[src/rtl/poly_tone_mixer.sv]
// ============================================================================
// poly_tone_mixer
// ----------------------------------------------------------------------------
// Polyphonic square-wave tone generator and mixer that feeds an audio codec's
// left/right sample inputs. Each of NUM_VOICES voices runs a programmable
// half-period divider that toggles a phase bit. On every rising edge of the
// codec's sample request the mixer snapshots the voices, sums the keyed and
// tuned ones one per cycle, saturates the sum to SAMPLE_W bits, applies an
// arithmetic volume shift and presents the result on LDATA/RDATA.
//
// Parameters
//   NUM_VOICES : number of tone voices (>= 2)
//   CNT_W      : half-period counter width
//   SAMPLE_W   : output sample width, two's complement
//   AMPLITUDE  : per-voice square-wave magnitude (positive)
//   HALF_INIT  : packed reset half-periods, voice i at [i*CNT_W +: CNT_W]
//
// Ports
//   Clk          in   system clock
//   Reset        in   asynchronous active-low reset
//   key_on       in   per-voice gate
//   sample_req   in   codec sample request level (edge-detected here)
//   cfg_we       in   half-period write strobe
//   cfg_voice    in   voice targeted by the write (out-of-range ignored)
//   cfg_half     in   new half-period, in Clk cycles minus one (0 = silent)
//   vol_shift    in   arithmetic right shift applied to the mixed sample
//   LDATA        out  left sample
//   RDATA        out  right sample, always equal to LDATA
//   sample_valid out  one-cycle pulse when LDATA/RDATA update
//   busy         out  mixer is accumulating or saturating
//   overrun      out  sticky flag: a sample request was dropped
// ============================================================================
module poly_tone_mixer #(
  parameter int                           NUM_VOICES = 15,
  parameter int                           CNT_W      = 20,
  parameter int                           SAMPLE_W   = 16,
  parameter logic [SAMPLE_W-1:0]          AMPLITUDE  = 16'h1000,
  parameter logic [NUM_VOICES*CNT_W-1:0]  HALF_INIT  = '0
) (
  input  logic                          Clk,
  input  logic                          Reset,
  input  logic [NUM_VOICES-1:0]         key_on,
  input  logic                          sample_req,
  input  logic                          cfg_we,
  input  logic [$clog2(NUM_VOICES)-1:0] cfg_voice,
  input  logic [CNT_W-1:0]              cfg_half,
  input  logic [1:0]                    vol_shift,
  output logic [SAMPLE_W-1:0]           LDATA,
  output logic [SAMPLE_W-1:0]           RDATA,
  output logic                          sample_valid,
  output logic                          busy,
  output logic                          overrun
);

  localparam int IDX_W = $clog2(NUM_VOICES);
  // Headroom for NUM_VOICES full-scale contributions of either sign.
  localparam int ACC_W = SAMPLE_W + IDX_W + 1;

  localparam logic signed [ACC_W-1:0] AMP_EXT = ACC_W'(AMPLITUDE);
  localparam logic signed [ACC_W-1:0] SAT_MAX =
    {{(ACC_W-SAMPLE_W+1){1'b0}}, {(SAMPLE_W-1){1'b1}}};
  localparam logic signed [ACC_W-1:0] SAT_MIN =
    {{(ACC_W-SAMPLE_W+1){1'b1}}, {(SAMPLE_W-1){1'b0}}};
  localparam logic [IDX_W-1:0]        LAST_IDX = IDX_W'(NUM_VOICES - 1);

  typedef enum logic [1:0] {
    IDLE,
    ACCUM,
    SAT
  } state_t;

  // --------------------------------------------------------------------------
  // Voice dividers
  // --------------------------------------------------------------------------
  logic [CNT_W-1:0]      half [NUM_VOICES];
  logic [CNT_W-1:0]      cnt  [NUM_VOICES];
  logic [NUM_VOICES-1:0] phase;
  logic [NUM_VOICES-1:0] half_nz;

  // NOTE: half/cnt are small register arrays, not RAM, so every element is
  // reset; HALF_INIT gives each voice a usable tuning straight out of reset.
  always_ff @(posedge Clk or negedge Reset) begin
    if (!Reset) begin
      for (int i = 0; i < NUM_VOICES; i++) begin
        half[i] <= HALF_INIT[i*CNT_W +: CNT_W];
        cnt[i]  <= '0;
      end
      phase <= '0;
    end else begin
      for (int i = 0; i < NUM_VOICES; i++) begin
        // A retune restarts the count but leaves the phase where it is, so
        // the waveform does not glitch a half-cycle on every write.
        if (cfg_we && (cfg_voice == IDX_W'(i))) begin
          half[i] <= cfg_half;
          cnt[i]  <= '0;
        end else if (half[i] == '0) begin
          cnt[i] <= '0;
        end else if (cnt[i] >= half[i]) begin
          cnt[i]   <= '0;
          phase[i] <= ~phase[i];
        end else begin
          cnt[i] <= cnt[i] + 1'b1;
        end
      end
    end
  end

  // NOTE: every always_comb output is given a default before any branch so
  // no path leaves it unassigned and no latch is inferred.
  always_comb begin
    half_nz = '0;
    for (int i = 0; i < NUM_VOICES; i++) begin
      half_nz[i] = (half[i] != '0);
    end
  end

  // --------------------------------------------------------------------------
  // Request edge detect
  // --------------------------------------------------------------------------
  logic req_q;
  logic req_edge;

  assign req_edge = sample_req & ~req_q;

  always_ff @(posedge Clk or negedge Reset) begin
    if (!Reset) begin
      req_q <= 1'b0;
    end else begin
      req_q <= sample_req;
    end
  end

  // --------------------------------------------------------------------------
  // Saturation and volume
  // --------------------------------------------------------------------------
  logic signed [ACC_W-1:0]    acc;
  logic signed [SAMPLE_W-1:0] sat_val;
  logic signed [SAMPLE_W-1:0] scaled;

  always_comb begin
    sat_val = acc[SAMPLE_W-1:0];
    if (acc > SAT_MAX) begin
      sat_val = SAT_MAX[SAMPLE_W-1:0];
    end else if (acc < SAT_MIN) begin
      sat_val = SAT_MIN[SAMPLE_W-1:0];
    end
  end

  assign scaled = sat_val >>> vol_shift;

  // --------------------------------------------------------------------------
  // Mixer FSM
  // --------------------------------------------------------------------------
  state_t                state;
  logic [IDX_W-1:0]      idx;
  logic [NUM_VOICES-1:0] snap_key;
  logic [NUM_VOICES-1:0] snap_phase;
  logic [NUM_VOICES-1:0] snap_live;
  logic                  pending;
  logic                  voice_on;

  assign voice_on = snap_key[idx] & snap_live[idx];

  // NOTE: all state here uses non-blocking assignments so every register
  // samples the values from before the edge, regardless of statement order.
  always_ff @(posedge Clk or negedge Reset) begin
    if (!Reset) begin
      state        <= IDLE;
      idx          <= '0;
      acc          <= '0;
      snap_key     <= '0;
      snap_phase   <= '0;
      snap_live    <= '0;
      pending      <= 1'b0;
      overrun      <= 1'b0;
      busy         <= 1'b0;
      sample_valid <= 1'b0;
      LDATA        <= '0;
      RDATA        <= '0;
    end else begin
      sample_valid <= 1'b0;

      // While the mixer is working, one request can wait in pending; any
      // further request before it is serviced is lost and flagged.
      if ((state != IDLE) && req_edge) begin
        if (pending) begin
          overrun <= 1'b1;
        end else begin
          pending <= 1'b1;
        end
      end

      case (state)
        IDLE: begin
          // A queued request waits out the cycle in which the previous
          // sample is presented, so back-to-back samples keep one idle
          // cycle between them. A new edge during that cycle has nowhere
          // to go and is dropped.
          if (pending && sample_valid) begin
            if (req_edge) begin
              overrun <= 1'b1;
            end
          end else if (req_edge || pending) begin
            snap_key   <= key_on;
            snap_phase <= phase;
            snap_live  <= half_nz;
            acc        <= '0;
            idx        <= '0;
            pending    <= 1'b0;
            busy       <= 1'b1;
            state      <= ACCUM;
          end
        end

        ACCUM: begin
          if (voice_on) begin
            acc <= snap_phase[idx] ? (acc + AMP_EXT) : (acc - AMP_EXT);
          end
          if (idx == LAST_IDX) begin
            state <= SAT;
          end else begin
            idx <= idx + 1'b1;
          end
        end

        SAT: begin
          LDATA        <= scaled;
          RDATA        <= scaled;
          sample_valid <= 1'b1;
          busy         <= 1'b0;
          state        <= IDLE;
        end

        default: begin
          busy  <= 1'b0;
          state <= IDLE;
        end
      endcase
    end
  end

endmodule

[config.mk]
export PLATFORM = sky130hd
export DESIGN_NAME = poly_tone_mixer
export DESIGN_NICKNAME = d
export VERILOG_FILES = /design/src/rtl/poly_tone_mixer.sv
export SDC_FILE = /design/constraint.sdc
export NUM_CORES = 2
export LEC_CHECK = 0
export ABC_CLOCK_PERIOD_IN_PS = 4100
export BUFFER_PORTS_ARGS = -buffer_cell sky130_fd_sc_hd__buf_4
export CAP_MARGIN = 15
export CORE_UTILIZATION = 50
export CTS_CLUSTER_SIZE = 16
export DETAILED_ROUTE_END_ITERATION = 10
export GPL_ROUTABILITY_DRIVEN = 0
export PLACE_DENSITY = 0.66
export SYNTH_ARGS = -nofsm -noshare
export SYNTH_HDL_FRONTEND = slang
export SYNTH_SLANG_ARGS = --single-unit
[constraint.sdc]
create_clock -name Clk -period 4.1 [get_ports Clk]
set_input_delay 0.205 -clock Clk [delete_from_list [all_inputs] [get_ports Clk]]
set_output_delay 0.205 -clock Clk [all_outputs]
set_load 0.01 [all_outputs]
---- Word level (Yosys, flattened, before mapping) ----
Index checks and enable logic that the tools add are counted.
storage, ports and cells
  register bits ........................... 708
  word-level logic and storage cells ...... 317
cells by class
  shift operators ......................... 1
  reduce and logical (&&, ||, !) cells .... 72
  $lt $le $gt $ge ......................... 18
  bitwise logic cells ..................... 50
  add/subtract/negate cells ............... 18
  equality and inequality tests ........... 22
  mux-type cells .......................... 79
operators with widths
  cell                      count
  $mux W20                  45
  $add A20 B1 Y20 const B   15
  $ge A20 B20 Y1            15
  $logic_not A20 Y1         15
  $reduce_bool A20 Y1       15
  $mux W21                  4
  $reduce_and A3 Y1         18
  $not A1 Y1                48
  $pmux W21 S2              1
  $eq A4 B4 Y1 const B      8
  $mux W16                  2
  $add A21 B14 Y21 const B  1
  $gt A21 B16 Y1 const B    1
  $lt A21 B16 Y1 const B    1
  $sub A21 B14 Y21 const B  1
  $logic_and A1 B1 Y1       17
  $eq A4 B3 Y1 const B      4
  $sshr A16 B2 Y16          1
  $mux W1                   15
  $bmux W1 S4               3
  $mux W4                   3
  $ne A2 B2 Y1 const B      5
  $eq A4 B2 Y1 const B      2
  $pmux W4 S2               1
  14 further kinds          19

---- Logic depth before layout (Yosys ltp) ----
  depth in word-level cells ............... 7
  gate-level depth with buffers ........... 14
  gate-level depth less buffers ........... 13

---- Least setup slack after synthesis ----
No wires, ideal clock.
  path kind ............................... register to register
  start point ............................. register idx[0]
  end point ............................... register acc[20]
  buffers on the path ..................... 1
  arrival ................................. 2.912 ns
  data required time ...................... 4.036 ns
  slack ................................... 1.124 ns
  stages on the path, launching flop included .. 14
  period minus slack after synthesis ...... 2.976 ns
  cells stage by stage .................... dfrtp_1 > buf_4 > mux4_2 > nand2_1 > a21oi_2 > a21oi_4 > ha_1 > nor2b_1 > o21ai_0 > a21oi_1 > o41ai_1 > xnor2_1 > nor3b_1 > a21o_1
on the way
  word-level cells in the longest chain between the ends .. 5
  elaborated cells between the ends (all ways) .. 12
RTL lines
  what                                                                       line      text
  start: declaration                                                         155       logic [IDX_W-1:0] idx;
  start signal: assignment                                                   222       idx <= idx + 1'b1;
  $bmux W1 S4, on equally long branches                                      162, 217
  $mux W1, on equally long branches                                          162, 217
  $and A1 B1 Y1 / $mux W21 (equally long branches)                           162, 217
  $ne A2 B2 Y1 (no source line) / $mux W21 (equally long branches)           --
  $reduce_and A4 Y1 (no source line) / $pmux W21 S2 (equally long branches)  --
  end signal: assignment                                                     217       acc <= snap_phase[idx] ? (acc + AMP_EXT) : (acc - AMP_EXT);
  end: declaration                                                           136       logic signed [ACC_W-1:0] acc;
Several ways; a longest one is shown, not always the timed one. The select of a mux whose other input is x is not followed.
A chain may end at the register's enable or synchronous reset.

---- Worst setup path after layout ----
  start point ............................. register idx[1]
  end point ............................... register acc[20]
Same word-level chain as after synthesis.

==> run metrics <==
Synth async-reset ratio 100%; top cells by count, synth dfrtp_1, nor2_1, nand2_1; antenna viol nets, final 0; Hold Startpoint cfg_half[19]; cell family with most CP delay compound AO/OA/AOI/OAI gates; max frequency 287 MHz; Post-synth EDFFs 0; Die Span Y 273 um; critical path endpoint category flip-flop; kind of critical path reg2reg; Via-to-Cell Ratio 5.38; post-DP HPWL 57200 um; MaxCap Viol Count 0; overall power 22300 uW; Initial DRC Count 1761; Synth Flop Type dfrtp_1; Setup crit start idx[1]; Final Hold Viols 0; total track usage 23.8%; postcts setup bufs 0; clk sinks 688; Critical-path top delay cell dfrtp_1; worst-path fanout max 17; Final Skew 0.0272 ns; drt pass-1 iters 7; WP buf/inv 0; io pins 80; Power Density 547 nW/um2; crit-path cells mux4_2, mux2_2, a21oi_4, ha_1, nor2b_1, o21ai_0, a21oi_1, o41ai_1, xnor2_1, nor3b_1, a21o_1; CTS buffer count 76; vias in the first global route 25608; Final nets 4245; Peak VDD IR 0.418 mV; Setup crit start kind flip-flop; CTS tree yes; routed len/inst 17.6 um; syn nets 4176; final cell count without fillers 4885; most common cell in the netlist dfrtp_1; Worst-Margin Slew 0.936 ns; first-pass GRT wire length 140000 um; clock latency on the worst-skew pair 0.62 ns; remaining global-route overflow 0; FILL cells 6219; Cell Rows 98; dpl cells 4726; DRC viols 0; antenna violations before repair 3; Synth Cell Area 36600 um2; H-tree levels 3; #FFs+latches synth 688; die width 273 um; area delta synth->final 11.3%; Initial Util 50.9%; Post-Route WL 86100 um; largest area contributor in the netlist dfrtp_1; HP Class in2reg; R2R Path Start idx[1]; Critical Path RT 4.65 ns; Port Buffer Count 79; Final TNS setup 0 ns; setup ws final 0.619 ns; yosys warns 0; Mapped Avg Cell Area 9.62 um2; Resized cells post-CTS 0; max incr delay on CP 0.70 ns; DP Worst Slack 0.669 ns; pin count of the biggest net entering global routing 112; post-route clock period utilization 84.9%; min cycle time layout 3.48 ns; unrepaired setup endpoints after global routing false; Die Area 74300 um2; Clock transition at path regs 0.06 ns; CTS max path bufs 3; Setup violations, final 0; WP data arrival 4.03 ns; Slew HR 37.6%; Mapped Cells 3806; Root Driver clkbuf_16; layout cells sized above 1 9.61%; Final Max Tran Viols 0; count of cell types in the netlist 65; status finished clean; Synth area leaders dfrtp_1, ha_1, xor2_1; sequential share of the synthesized area 47.0%; via count 26301; Core Region 72000 um2; post-synth top area share 47.0%; Leak 0.0197 uW
## power breakdown
group          leakage [uW]  internal (uW)  switching [uW]
registers           0.00858           8300            1420
clock network       0.00122           4030            2760
logic               0.00986           2690            3130
## layout make-up
| cell class | count | area [um2] | share of cell area [%] |
|---|---|---|---|
| multi-input combinational | 2655 | 17600 | 43.1 |
| tap | 950 | 1190 | 2.92 |
| antenna | 2 | 5.00 | 0.0123 |
| sequential | 688 | 17200 | 42.2 |
| timing repair buffer | 126 | 1070 | 2.62 |
| clock inverter | 21 | 185 | 0.454 |
| clock buffer | 115 | 2280 | 5.61 |
| inverter | 328 | 1230 | 3.02 |
## routing by layer
| layer | routed length (um) | GRT usage, % |
|---|---|---|
| met3 | 3920 | 3.81 |
| met1 | 40200 | 33.0 |
| met5 | 35 | 0 |
| met2 | 39500 | 38.1 |
| met4 | 2420 | 7.33 |
## logic make-up (layout without fill, tap and decap cells)
kind of cell	Yosys count	in the layout	share of synthesized area [%]
compound gates	528	528	8.50
xor+xnor	289	289	6.91
fa+ha+maj	325	325	11.1
buf+inv	463	590	5.11
flops	688	688	47.0
mux	113	113	3.58
other cells	0	2	0
simple gates	1400	1400	17.8
## path summary, 6_finish.rpt
kind / endpoint / slack (ns) / cells after the start
max: acc[20] / 0.62 / 11
min: half[19] / 0.05 / 3
max reg2reg: acc[20] / 0.62 / 11
min in group asynchronous: cnt[122] / 0.28 / 2
min reg2reg: phase[2] / 0.47 / 1
max in group asynchronous: half[43] / 2.68 / 3
## repair_timing
action,in CTS,in global routing
hold endpoints to repair,125,0
endpoints found under the setup margin,0,0
hold buffers,21,0
## cells in the final DEF, fill, tap and decap left out, drive strengths merged, types with 22 or more instances in the layout
master,instances
ha,324
and3,49
nand4,97
o21ai,295
a21o,79
xor2,189
nor3,57
a21oi,90
inv,328
buf,105
nand2,410
dfrtp,688
nor2,435
xnor2,100
nor2b,41
clkbuf,115
mux2,105
nand2b,22
nand3,158
nor4,82
## through the flow
step	hold slack (ns)	area (um2)	util, %
6_report	0.0540	40800	56.6
5_1_grt	0.0345	40800	56.6
4_1_cts	0.0285	40800	56.6
3_5_place_dp	0.325	38100	52.9
3_3_place_gp	0.326	38100	52.9
2_1_floorplan	-0.0906	36600	-
## registers in the layout, summed over array words and instances, names as in the netlist, 2 cells and up
name and flops:
phase 15, snap_live 15, RDATA 8, cnt 300, acc 9, snap_key 15, snap_phase 15, half 300
idx 4, state 2
## worst min-delay path, stage by stage
cell and delay (ns):
buf_4 0.24, nand2_1 0.09, o21ai_0 0.07
Power figures use the tool's default switching activity.
